$ cat src/rtl/alu_pkg.sv
// Shared types for the parameterised register-file ALU: opcodes, controller
// states and status-flag bit positions.
package alu_pkg;

    typedef enum logic [3:0] {
        OpAdd = 4'h0,
        OpSub = 4'h1,
        OpAnd = 4'h2,
        OpOr  = 4'h3,
        OpXor = 4'h4,
        OpShl = 4'h5,
        OpShr = 4'h6,
        OpMov = 4'h7,
        OpAdc = 4'h8,
        OpSbb = 4'h9,
        OpRol = 4'hA,
        OpRor = 4'hB,
        OpCmp = 4'hC,
        OpNot = 4'hD
    } alu_op_e;

    typedef enum logic [2:0] {
        StIdle,
        StRead,
        StExec,
        StWb,
        StDone
    } alu_state_e;

    localparam int unsigned FlagZ    = 0;
    localparam int unsigned FlagC    = 1;
    localparam int unsigned FlagN    = 2;
    localparam int unsigned FlagV    = 3;
    localparam int unsigned NumFlags = 4;

    // Opcodes 0xE and 0xF are undefined.
    function automatic logic is_legal_op(input logic [3:0] op);
        return op <= OpNot;
    endfunction

endpackage

$ cat src/rtl/alu_regfile.sv
// NUM_REGS x DATA_W register file: two read ports latched on rd_en, one write
// port and a combinational debug read port.
module alu_regfile #(
    parameter int unsigned DATA_W   = 8,
    parameter int unsigned NUM_REGS = 8,
    localparam int unsigned ADDR_W  = $clog2(NUM_REGS)
) (
    input  logic              clk,
    input  logic              rst_n,
    input  logic              rd_en,
    input  logic [ADDR_W-1:0] rd_addr_a,
    input  logic [ADDR_W-1:0] rd_addr_b,
    output logic [DATA_W-1:0] rd_data_a,
    output logic [DATA_W-1:0] rd_data_b,
    input  logic              wr_en,
    input  logic [ADDR_W-1:0] wr_addr,
    input  logic [DATA_W-1:0] wr_data,
    input  logic [ADDR_W-1:0] dbg_addr,
    output logic [DATA_W-1:0] dbg_data
);

    logic [DATA_W-1:0] regs_q [NUM_REGS];

    always_ff @(posedge clk or negedge rst_n) begin
        if (!rst_n) begin
            for (int i = 0; i < NUM_REGS; i++) begin
                regs_q[i] <= '0;
            end
        end else if (wr_en) begin
            regs_q[wr_addr] <= wr_data;
        end
    end

    always_ff @(posedge clk or negedge rst_n) begin
        if (!rst_n) begin
            rd_data_a <= '0;
            rd_data_b <= '0;
        end else if (rd_en) begin
            rd_data_a <= regs_q[rd_addr_a];
            rd_data_b <= regs_q[rd_addr_b];
        end
    end

    assign dbg_data = regs_q[dbg_addr];

endmodule

$ cat src/rtl/param_alu_core.sv
// Multi-cycle register-file ALU: a command is latched in IDLE, then walks
// READ -> EXEC -> WB -> DONE with one state per clock.
module param_alu_core
    import alu_pkg::*;
#(
    parameter int unsigned DATA_W   = 8,
    parameter int unsigned NUM_REGS = 8,
    localparam int unsigned ADDR_W  = $clog2(NUM_REGS)
) (
    input  logic              clk,
    input  logic              rst_n,
    input  logic              start_cmd,
    input  logic [3:0]        op_in,
    input  logic [ADDR_W-1:0] rd_in,
    input  logic [ADDR_W-1:0] rs1_in,
    input  logic [ADDR_W-1:0] rs2_in,
    input  logic [DATA_W-1:0] imm_in,
    input  logic              imm_sel_in,
    output logic              busy,
    output logic              cmd_done,
    output logic              z_flag_out,
    output logic              c_flag_out,
    output logic              n_flag_out,
    output logic              v_flag_out,
    output logic              illegal_op_out,
    input  logic [ADDR_W-1:0] dbg_addr_in,
    output logic [DATA_W-1:0] dbg_data_out
);

    localparam int unsigned Msb = DATA_W - 1;

    alu_state_e state_q, state_d;

    logic [3:0]          op_q;
    logic [ADDR_W-1:0]   rd_q, rs1_q, rs2_q;
    logic [DATA_W-1:0]   imm_q;
    logic                imm_sel_q;

    logic [DATA_W-1:0]   opa, opb, rd_data_b;
    logic [DATA_W:0]     ea, eb, cin, sum;
    logic [DATA_W-1:0]   res, result_q;
    logic [NumFlags-1:0] flags_q, nflags, nflags_q;
    logic                legal, wr_en;

    always_ff @(posedge clk or negedge rst_n) begin
        if (!rst_n) begin
            state_q <= StIdle;
        end else begin
            state_q <= state_d;
        end
    end

    always_comb begin
        state_d = state_q;
        case (state_q)
            StIdle:  if (start_cmd) state_d = StRead;
            StRead:  state_d = StExec;
            StExec:  state_d = StWb;
            StWb:    state_d = StDone;
            StDone:  state_d = StIdle;
            default: state_d = StIdle;
        endcase
    end

    // Command fields are captured only on acceptance so later input wiggles are harmless.
    always_ff @(posedge clk or negedge rst_n) begin
        if (!rst_n) begin
            op_q      <= '0;
            rd_q      <= '0;
            rs1_q     <= '0;
            rs2_q     <= '0;
            imm_q     <= '0;
            imm_sel_q <= 1'b0;
        end else if (state_q == StIdle && start_cmd) begin
            op_q      <= op_in;
            rd_q      <= rd_in;
            rs1_q     <= rs1_in;
            rs2_q     <= rs2_in;
            imm_q     <= imm_in;
            imm_sel_q <= imm_sel_in;
        end
    end

    alu_regfile #(
        .DATA_W   (DATA_W),
        .NUM_REGS (NUM_REGS)
    ) u_regfile (
        .clk       (clk),
        .rst_n     (rst_n),
        .rd_en     (state_q == StRead),
        .rd_addr_a (rs1_q),
        .rd_addr_b (rs2_q),
        .rd_data_a (opa),
        .rd_data_b (rd_data_b),
        .wr_en     (wr_en),
        .wr_addr   (rd_q),
        .wr_data   (result_q),
        .dbg_addr  (dbg_addr_in),
        .dbg_data  (dbg_data_out)
    );

    assign opb   = imm_sel_q ? imm_q : rd_data_b;
    assign legal = is_legal_op(op_q);
    assign ea    = {1'b0, opa};
    assign eb    = {1'b0, opb};
    assign cin   = {{DATA_W{1'b0}}, flags_q[FlagC]};

    always_comb begin
        sum    = '0;
        res    = '0;
        nflags = flags_q;
        case (op_q)
            OpAdd, OpAdc: begin
                sum           = (op_q == OpAdc) ? ea + eb + cin : ea + eb;
                res           = sum[Msb:0];
                nflags[FlagC] = sum[DATA_W];
                nflags[FlagV] = (opa[Msb] == opb[Msb]) && (res[Msb] != opa[Msb]);
            end
            OpSub, OpSbb, OpCmp: begin
                // Top bit of the widened difference is the borrow.
                sum           = (op_q == OpSbb) ? ea - eb - cin : ea - eb;
                res           = sum[Msb:0];
                nflags[FlagC] = sum[DATA_W];
                nflags[FlagV] = (opa[Msb] != opb[Msb]) && (res[Msb] != opa[Msb]);
            end
            OpAnd: begin res = opa & opb; nflags[FlagC] = 1'b0; nflags[FlagV] = 1'b0; end
            OpOr:  begin res = opa | opb; nflags[FlagC] = 1'b0; nflags[FlagV] = 1'b0; end
            OpXor: begin res = opa ^ opb; nflags[FlagC] = 1'b0; nflags[FlagV] = 1'b0; end
            OpNot: begin res = ~opa;      nflags[FlagC] = 1'b0; nflags[FlagV] = 1'b0; end
            OpShl: begin
                res           = {opa[Msb-1:0], 1'b0};
                nflags[FlagC] = opa[Msb];
                nflags[FlagV] = 1'b0;
            end
            OpShr: begin
                res           = {1'b0, opa[Msb:1]};
                nflags[FlagC] = opa[0];
                nflags[FlagV] = 1'b0;
            end
            OpRol: begin
                res           = {opa[Msb-1:0], opa[Msb]};
                nflags[FlagC] = opa[Msb];
                nflags[FlagV] = 1'b0;
            end
            OpRor: begin
                res           = {opa[0], opa[Msb:1]};
                nflags[FlagC] = opa[0];
                nflags[FlagV] = 1'b0;
            end
            OpMov: begin res = opb; nflags[FlagV] = 1'b0; end
            default: ;
        endcase
        if (legal) begin
            nflags[FlagZ] = (res == '0);
            nflags[FlagN] = res[Msb];
        end
    end

    always_ff @(posedge clk or negedge rst_n) begin
        if (!rst_n) begin
            result_q <= '0;
            nflags_q <= '0;
        end else if (state_q == StExec) begin
            result_q <= res;
            nflags_q <= nflags;
        end
    end

    assign wr_en = (state_q == StWb) && legal && (op_q != OpCmp);

    always_ff @(posedge clk or negedge rst_n) begin
        if (!rst_n) begin
            flags_q <= '0;
        end else if (state_q == StWb && legal) begin
            flags_q <= nflags_q;
        end
    end

    assign busy           = (state_q != StIdle);
    assign cmd_done       = (state_q == StDone);
    assign illegal_op_out = (state_q == StDone) && !legal;
    assign z_flag_out     = flags_q[FlagZ];
    assign c_flag_out     = flags_q[FlagC];
    assign n_flag_out     = flags_q[FlagN];
    assign v_flag_out     = flags_q[FlagV];

endmodule

$ cat config.mk
export PLATFORM = sky130hd
export DESIGN_NAME = param_alu_core
export DESIGN_NICKNAME = d
export VERILOG_FILES = /design/src/rtl/alu_pkg.sv /design/src/rtl/alu_regfile.sv /design/src/rtl/param_alu_core.sv
export SDC_FILE = /design/constraint.sdc
export NUM_CORES = 1
export LEC_CHECK = 0
export ABC_CLOCK_PERIOD_IN_PS = 3400
export CAP_MARGIN = 20
export CORE_MARGIN = 2
export CORE_UTILIZATION = 40
export CTS_BUF_LIST = sky130_fd_sc_hd__clkbuf_16
export DETAILED_ROUTE_END_ITERATION = 16
export PLACE_DENSITY = 0.71
export SYNTH_ARGS = -nofsm -noshare
export SYNTH_HDL_FRONTEND = slang
export SYNTH_SLANG_ARGS = --single-unit
$ cat constraint.sdc
create_clock -name clk -period 3.4 [get_ports clk]
set_clock_uncertainty 0.2 [all_clocks]
set_input_delay 0.68 -clock clk [delete_from_list [all_inputs] [get_ports clk]]
set_output_delay 0.68 -clock clk [all_outputs]
set_load 0.05 [all_outputs]
# After elaboration in Yosys (flattened, before gate mapping)
# Cells that the tools add are included.
dict set report op_classes {
  n_reduce_logical 18
  order_cmp 6
  shifts 0
  multipliers 0
  n_addsub 4
  n_bitwise 8
  n_eq_ne 23
  mux 22
  div_mod_pow 0
}
# op count
set ops {}
lappend ops {{case mux 8 bit (11 select lines)} 1}
lappend ops {{binary-select mux 8 bit (select 3 bit)} 3}
lappend ops {{bitwise mux 64 bit} 1}
lappend ops {{two-way mux 8 bit} 8}
lappend ops {{demux 8 bit (select 3 bit)} 1}
lappend ops {{== test 4 bit (second input constant)} 6}
lappend ops {{two-way mux 9 bit} 2}
lappend ops {{== test 4 x 3 -> 1 bit (second input constant)} 4}
lappend ops {{>= comparator 4 bit (second input constant)} 4}
lappend ops {{NOT 3 -> 4 bit} 4}
lappend ops {{case mux 3 bit (4 select lines)} 1}
lappend ops {{adder 8 x 8 -> 9 bit} 1}
lappend ops {{adder 9 x 1 -> 9 bit} 1}
lappend ops {{OR reduction 9 bit} 1}
lappend ops {{subtractor 8 x 8 -> 9 bit} 1}
lappend ops {{subtractor 9 x 1 -> 9 bit} 1}
lappend ops {{bitwise AND 8 bit} 1}
lappend ops {{== test 4 x 2 -> 1 bit (second input constant)} 2}
lappend ops {{logical NOT 8 bit} 1}
lappend ops {{NOT 8 bit} 1}
lappend ops {{OR 8 bit} 1}
lappend ops {{XOR 8 bit} 1}
lappend ops {{logical AND 1 bit} 7}
lappend ops {{== test 3 x 2 -> 1 bit (second input constant)} 2}
lappend ops {{20 further kinds} 25}
dict set report totals {
  ramBits 0
  rom_bits 0
  regBits 121
  memories 0
  latchBits 0
}

# Depth between registers and ports, before layout
# Gate-level depths: netlist of the first run.
dict set report depth {
  word_depth 7
  depth_mapped 14
}

# Cells and area by module
# From an unflattened synthesis of the first run, not the netlist that was laid out.
dict set report unflattened {
  hier_cells 772
  area_unflattened_um2 8456.9
}
# module area_each_um2 cells_each instances seq_area_each_um2
set by_module_without_submodules {}
lappend by_module_without_submodules {alu_regfile 4703.3 356 1 2001.9}
lappend by_module_without_submodules {param_alu_core 3753.6 416 1 1026.0}

# Worst setup path before layout of the first run
# Ideal clock, no wire load.
dict set report synth_path {
  kind {register to register}
  startpoint {register imm_sel_q}
  endpoint {register nflags_q[3]}
  setup_ps 128
  setup_slack_ps -273
  period_less_slack_ps 3673
  stages_incl_launch_ff 14
  arrival_time_ps 3345
  path_cell_list {dfrtp_1 clkbuf_1 mux2i_1 inv_1 ha_1 fa_1 nand4b_1 nor4b_1 nor3b_1 nand4_1 xor2_1 xnor2_1 a221oi_1 o21ai_1}
}
dict set report synth_via {
  elab_chain_cells 7
  elab_cells_between_ends 14
}
# element line
set synth_lines {}
lappend synth_lines {{from (decl)} param_alu_core.sv:37} ;# logic imm_sel_q;
lappend synth_lines {{from (signal assigned)} param_alu_core.sv:80} ;# imm_sel_q <= imm_sel_in;
lappend synth_lines {{two-way mux 8 bit *} param_alu_core.sv:102} ;# assign opb = imm_sel_q ? imm_q : rd_data_b;
lappend synth_lines {{subtractor 8 x 8 -> 9 bit / adder 8 x 8 -> 9 bit (equally long branches)} {param_alu_core.sv:121, param_alu_core.sv:114}}
lappend synth_lines {{subtractor 9 x 1 -> 9 bit / adder 9 x 1 -> 9 bit (equally long branches)} {param_alu_core.sv:121, param_alu_core.sv:114}}
lappend synth_lines {{two-way mux 9 bit, on equally long branches} {param_alu_core.sv:121, param_alu_core.sv:114}}
lappend synth_lines {{!= test 1 bit, on equally long branches} {param_alu_core.sv:124, param_alu_core.sv:117}}
lappend synth_lines {{logical AND 1 bit, on equally long branches} {param_alu_core.sv:124, param_alu_core.sv:117}}
lappend synth_lines {{case mux 1 bit (3 select lines) *} param_alu_core.sv:112} ;# case (op_q)
lappend synth_lines {{to (signal assigned)} param_alu_core.sv:165} ;# nflags_q <= nflags;
lappend synth_lines {{to (decl)} param_alu_core.sv:42} ;# logic [NumFlags-1:0] flags_q, nflags, nflags_q;
# Every way passes the cells marked *; elsewhere a longest branch is shown, timed or not.
# A chain may end at the register's enable or synchronous reset.

# Worst setup path after layout of the first run
dict set report layout_path {
  startpoint {register imm_sel_q}
  endpoint {register nflags_q[0]}
}
dict set report layout_via {
  elab_chain_cells 7
  elab_cells_between_ends 13
}
# element line
set layout_lines {}
lappend layout_lines {{two-way mux 8 bit *} param_alu_core.sv:102}
lappend layout_lines {{subtractor 8 x 8 -> 9 bit / adder 8 x 8 -> 9 bit (equally long branches)} {param_alu_core.sv:121, param_alu_core.sv:114}}
lappend layout_lines {{subtractor 9 x 1 -> 9 bit / adder 9 x 1 -> 9 bit (equally long branches)} {param_alu_core.sv:121, param_alu_core.sv:114}}
lappend layout_lines {{two-way mux 9 bit, on equally long branches} {param_alu_core.sv:121, param_alu_core.sv:114}}
lappend layout_lines {{case mux 8 bit (11 select lines) *} param_alu_core.sv:112}
lappend layout_lines {{logical NOT 8 bit *} param_alu_core.sv:154} ;# nflags[FlagZ] = (res == '0);
lappend layout_lines {{two-way mux 1 bit *} param_alu_core.sv:153} ;# if (legal) begin
# Marked as above.

==> flow_summary.json, run 1 <==
{
  "clockRootBuffer": "clkbuf_16",
  "synth.distinct_cells": 75,
  "drt-pass1-iter-count": 5,
  "ys_seq_elements": 121,
  "grt_pass1_vias": 6594,
  "drive_gt1_share_pct": 40.7,
  "vias": 6404,
  "synth_ff_type": "dfrtp_1",
  "ant_nets": 0,
  "drc_errors": 0,
  "hpwl_um": 16200,
  "row_count": 52,
  "critical-path-slowest-cell": "fa_2",
  "routed_via_density": 5.83,
  "grtUsageMet3_pct": 3.41,
  "nets": 877,
  "final_cell_mix": "dfrtp_1, mux2_2, buf_4, mux4_2, nor2_1",
  "grt_max_degree": 96,
  "synthToLayoutAreaGrowth_pct": 27.6,
  "gr-usage-met2_pct": 36.6,
  "max_slew_margin_pct": 42.0,
  "wl_per_cell_um": 20.5,
  "cp_top_family": "simple AND/OR/NAND/NOR gates",
  "yosysTopAreaCell": "dfrtp_1",
  "synthCells": 703,
  "boundaryPins": 43,
  "max_freq_mhz": 292,
  "report.final.slew_viol_count": 0,
  "hold_path.class": "register to register",
  "grt_pass1_wl_um": 36000,
  "status": "finished, violations left",
  "die_area_um2": 21400,
  "arrival_ns": 3.52,
  "syn_area_um2": 8110,
  "cts_buffer_depth": 2,
  "synth_edf_count": 0,
  "r2r_slack_ns": -0.02,
  "top_usage_layer": "met2",
  "final_common_cell": "dfrtp_1",
  "cts.sinks": 121,
  "clk_latency_ns": 0.42,
  "grt_setup_unrepaired": "true",
  "core_area_um2": 20000,
  "fin_ws_ns": -0.0234,
  "synth.avg_cell_area_um2": 11.5,
  "cp-start-kind": "register",
  "yosysTopAreaCellShare_pct": 37.3,
  "yosysWarnings": 0,
  "required_ns": 3.50,
  "synthArstFlopShare_pct": 100,
  "period_share_pct": 101,
  "diodes": 0,
  "track_usage_pct": 21.6,
  "die_h_um": 146,
  "die_width_um": 146,
  "synth_nets": 764,
  "path_class": "register to register",
  "finalSetupViolations": 2,
  "violations": "negative setup slack",
  "antenna_found_initial": 0,
  "crit_buf_inv": 2,
  "maxCapViolCount": 0,
  "port_buffers": 42,
  "cts_tree": "yes",
  "path_clk_slew_ns": 0.06,
  "drt_iter0_drc": 642,
  "crit_path_end_kind": "register",
  "path_cells": "mux2i_2 -> inv_2 -> ha_2 -> fa_2 -> nand4b_1 -> nor4b_4 -> nor3b_2 -> nand4_1 -> xor2_2 -> a221oi_2 -> buf_4 -> a41o_1",
  "period_needed_ns": 3.42,
  "htree_levels": 4,
  "max_stage_delay_ns": 0.53,
  "routed_wl_um": 22600,
  "post_synth_main_area_contributors": "dfrtp_1, mux2_2, mux4_2",
  "path_max_fanout": 4,
  "hold_viol_final": 0,
  "tightestPinTransition_ns": 0.870,
  "preCtsSetupSlack_ns": -0.224,
  "ys_seq_area_share_pct": 37.3,
  "use_met1_pct": 28.0,
  "initial_core_util_pct": 40.5,
  "overflow": 0,
  "gp_congestion": 0.933,
  "cts_buffers": 17
}
==> final cells by class <==
class / count / area [um2]
Clock buffer: 17 / 425
Clock inverter: 15 / 198
Fill cell: 1818 / 9690
Inverter: 30 / 113
Multi-Input combinational cell: 509 / 5060
Sequential cell: 121 / 3030
Tap cell: 270 / 338
Timing Repair Buffer: 137 / 1180
==> stage by stage <==
stage | cells | TNS, ns | cell area, um2 | utilization, % | hold WS [ns]
detailed placement | 1063 | -1.04 | 9420 | 47.0 | 0.293
floorplan | 703 | -0.0144 | 8130 | - | 0.184
global route | 1099 | -0.483 | 10300 | 51.6 | 0.336
global placement | 1063 | -0.707 | 9420 | 47.0 | 0.288
finish | 1099 | -0.0239 | 10300 | 51.6 | 0.303
CTS | 1098 | 0 | 10200 | 50.8 | 0.305
==> per-layer routing <==
layer  vias up  wire length, um
li1       2883                -
met1      3241             9410
met2       219            11500
met3        61             1080
met4         0              632
met5         -                0
==> cells in the mapped netlist, types with 5 or more instances <==
cell type and number:
a2111oi_0 5, a211oi_1 7, a21oi_1 38, a221oi_1 6, buf_1 9, clkbuf_1 28, dfrtp_1 121, ha_1 31
inv_1 30, mux2_2 98, mux2i_1 26, mux4_2 48, nand2_1 29, nand2b_1 6, nand3_1 10, nand3b_1 6
nor2_1 41, nor2b_1 10, nor3_1 6, nor3b_1 9, o21ai_0 25, o22ai_1 10, or3_1 5, xnor2_1 13
xor2_1 7
==> worst paths after layout <==
check | start | endpoint | depth (start not counted)
max in group asynchronous | rst_n | flags_q[1]$_DFFE_PN0P_ | 3
min in group asynchronous | rst_n | u_regfile.regs_q[2]$_DFFE_PN0P_ | 2
min | imm_q[5]$_DFFE_PN0P_ | imm_q[5]$_DFFE_PN0P_ | 1
max | imm_sel_q$_DFFE_PN0P_ | nflags_q[0]$_DFFE_PN0P_ | 12
max reg2reg | imm_sel_q$_DFFE_PN0P_ | nflags_q[0]$_DFFE_PN0P_ | 12
min reg2reg | imm_q[5]$_DFFE_PN0P_ | imm_q[5]$_DFFE_PN0P_ | 1
==> cells by family (layout without fill, tap and decap cells) <==
| logic type | count (synthesis) | after routing | synth area share [%] |
|---|---|---|---|
| mux | 172 | 172 | 30.1 |
| simple gates | 159 | 159 | 11.3 |
| fa+ha+maj | 33 | 33 | 5.28 |
| compound gates | 124 | 124 | 9.97 |
| flops | 121 | 121 | 37.3 |
| buf+inv | 73 | 199 | 3.55 |
| xor+xnor | 21 | 21 | 2.44 |
==> flip-flops by register name, indices dropped and copies added (netlist names) <==
register and cells:
result_q 8, flags_q 4, rs1_q 3, op_q 4, u_regfile.regs_q 64, u_regfile.rd_data_a 8, rd_q 3, imm_q 8
state_q 3, imm_sel_q 1, u_regfile.rd_data_b 8, nflags_q 4, rs2_q 3
==> what timing repair did <==
| action | CTS | global route |
|---|---|---|
| pin swaps | 7 | 11 |
| buffers inserted | 2 | 2 |
| resized for setup | 25 | 29 |
| endpoints found under the setup margin | 8 | 8 |
| hold buffers | 1 | 0 |
| hold endpoints to repair | 26 | 0 |
Power of run 1 is left out: the tool's default activity adds up to more than one toggle a clock period on the data nets, which glitch-free logic cannot reach.
==> run 2, diff against run 1 <==
--- a/config.mk
+++ b/config.mk
@@ -10,6 +10,7 @@
 export CORE_MARGIN = 2
 export CORE_UTILIZATION = 40
 export CTS_BUF_LIST = sky130_fd_sc_hd__clkbuf_16
+export CTS_CLUSTER_SIZE = 24
 export DETAILED_ROUTE_END_ITERATION = 16
 export PLACE_DENSITY = 0.71
 export SYNTH_ARGS = -nofsm -noshare
==> results of run 2 <==
No change in the layout: final DEF, timing and power equal those of run 1.
Power of run 2 is left out for the same reason.
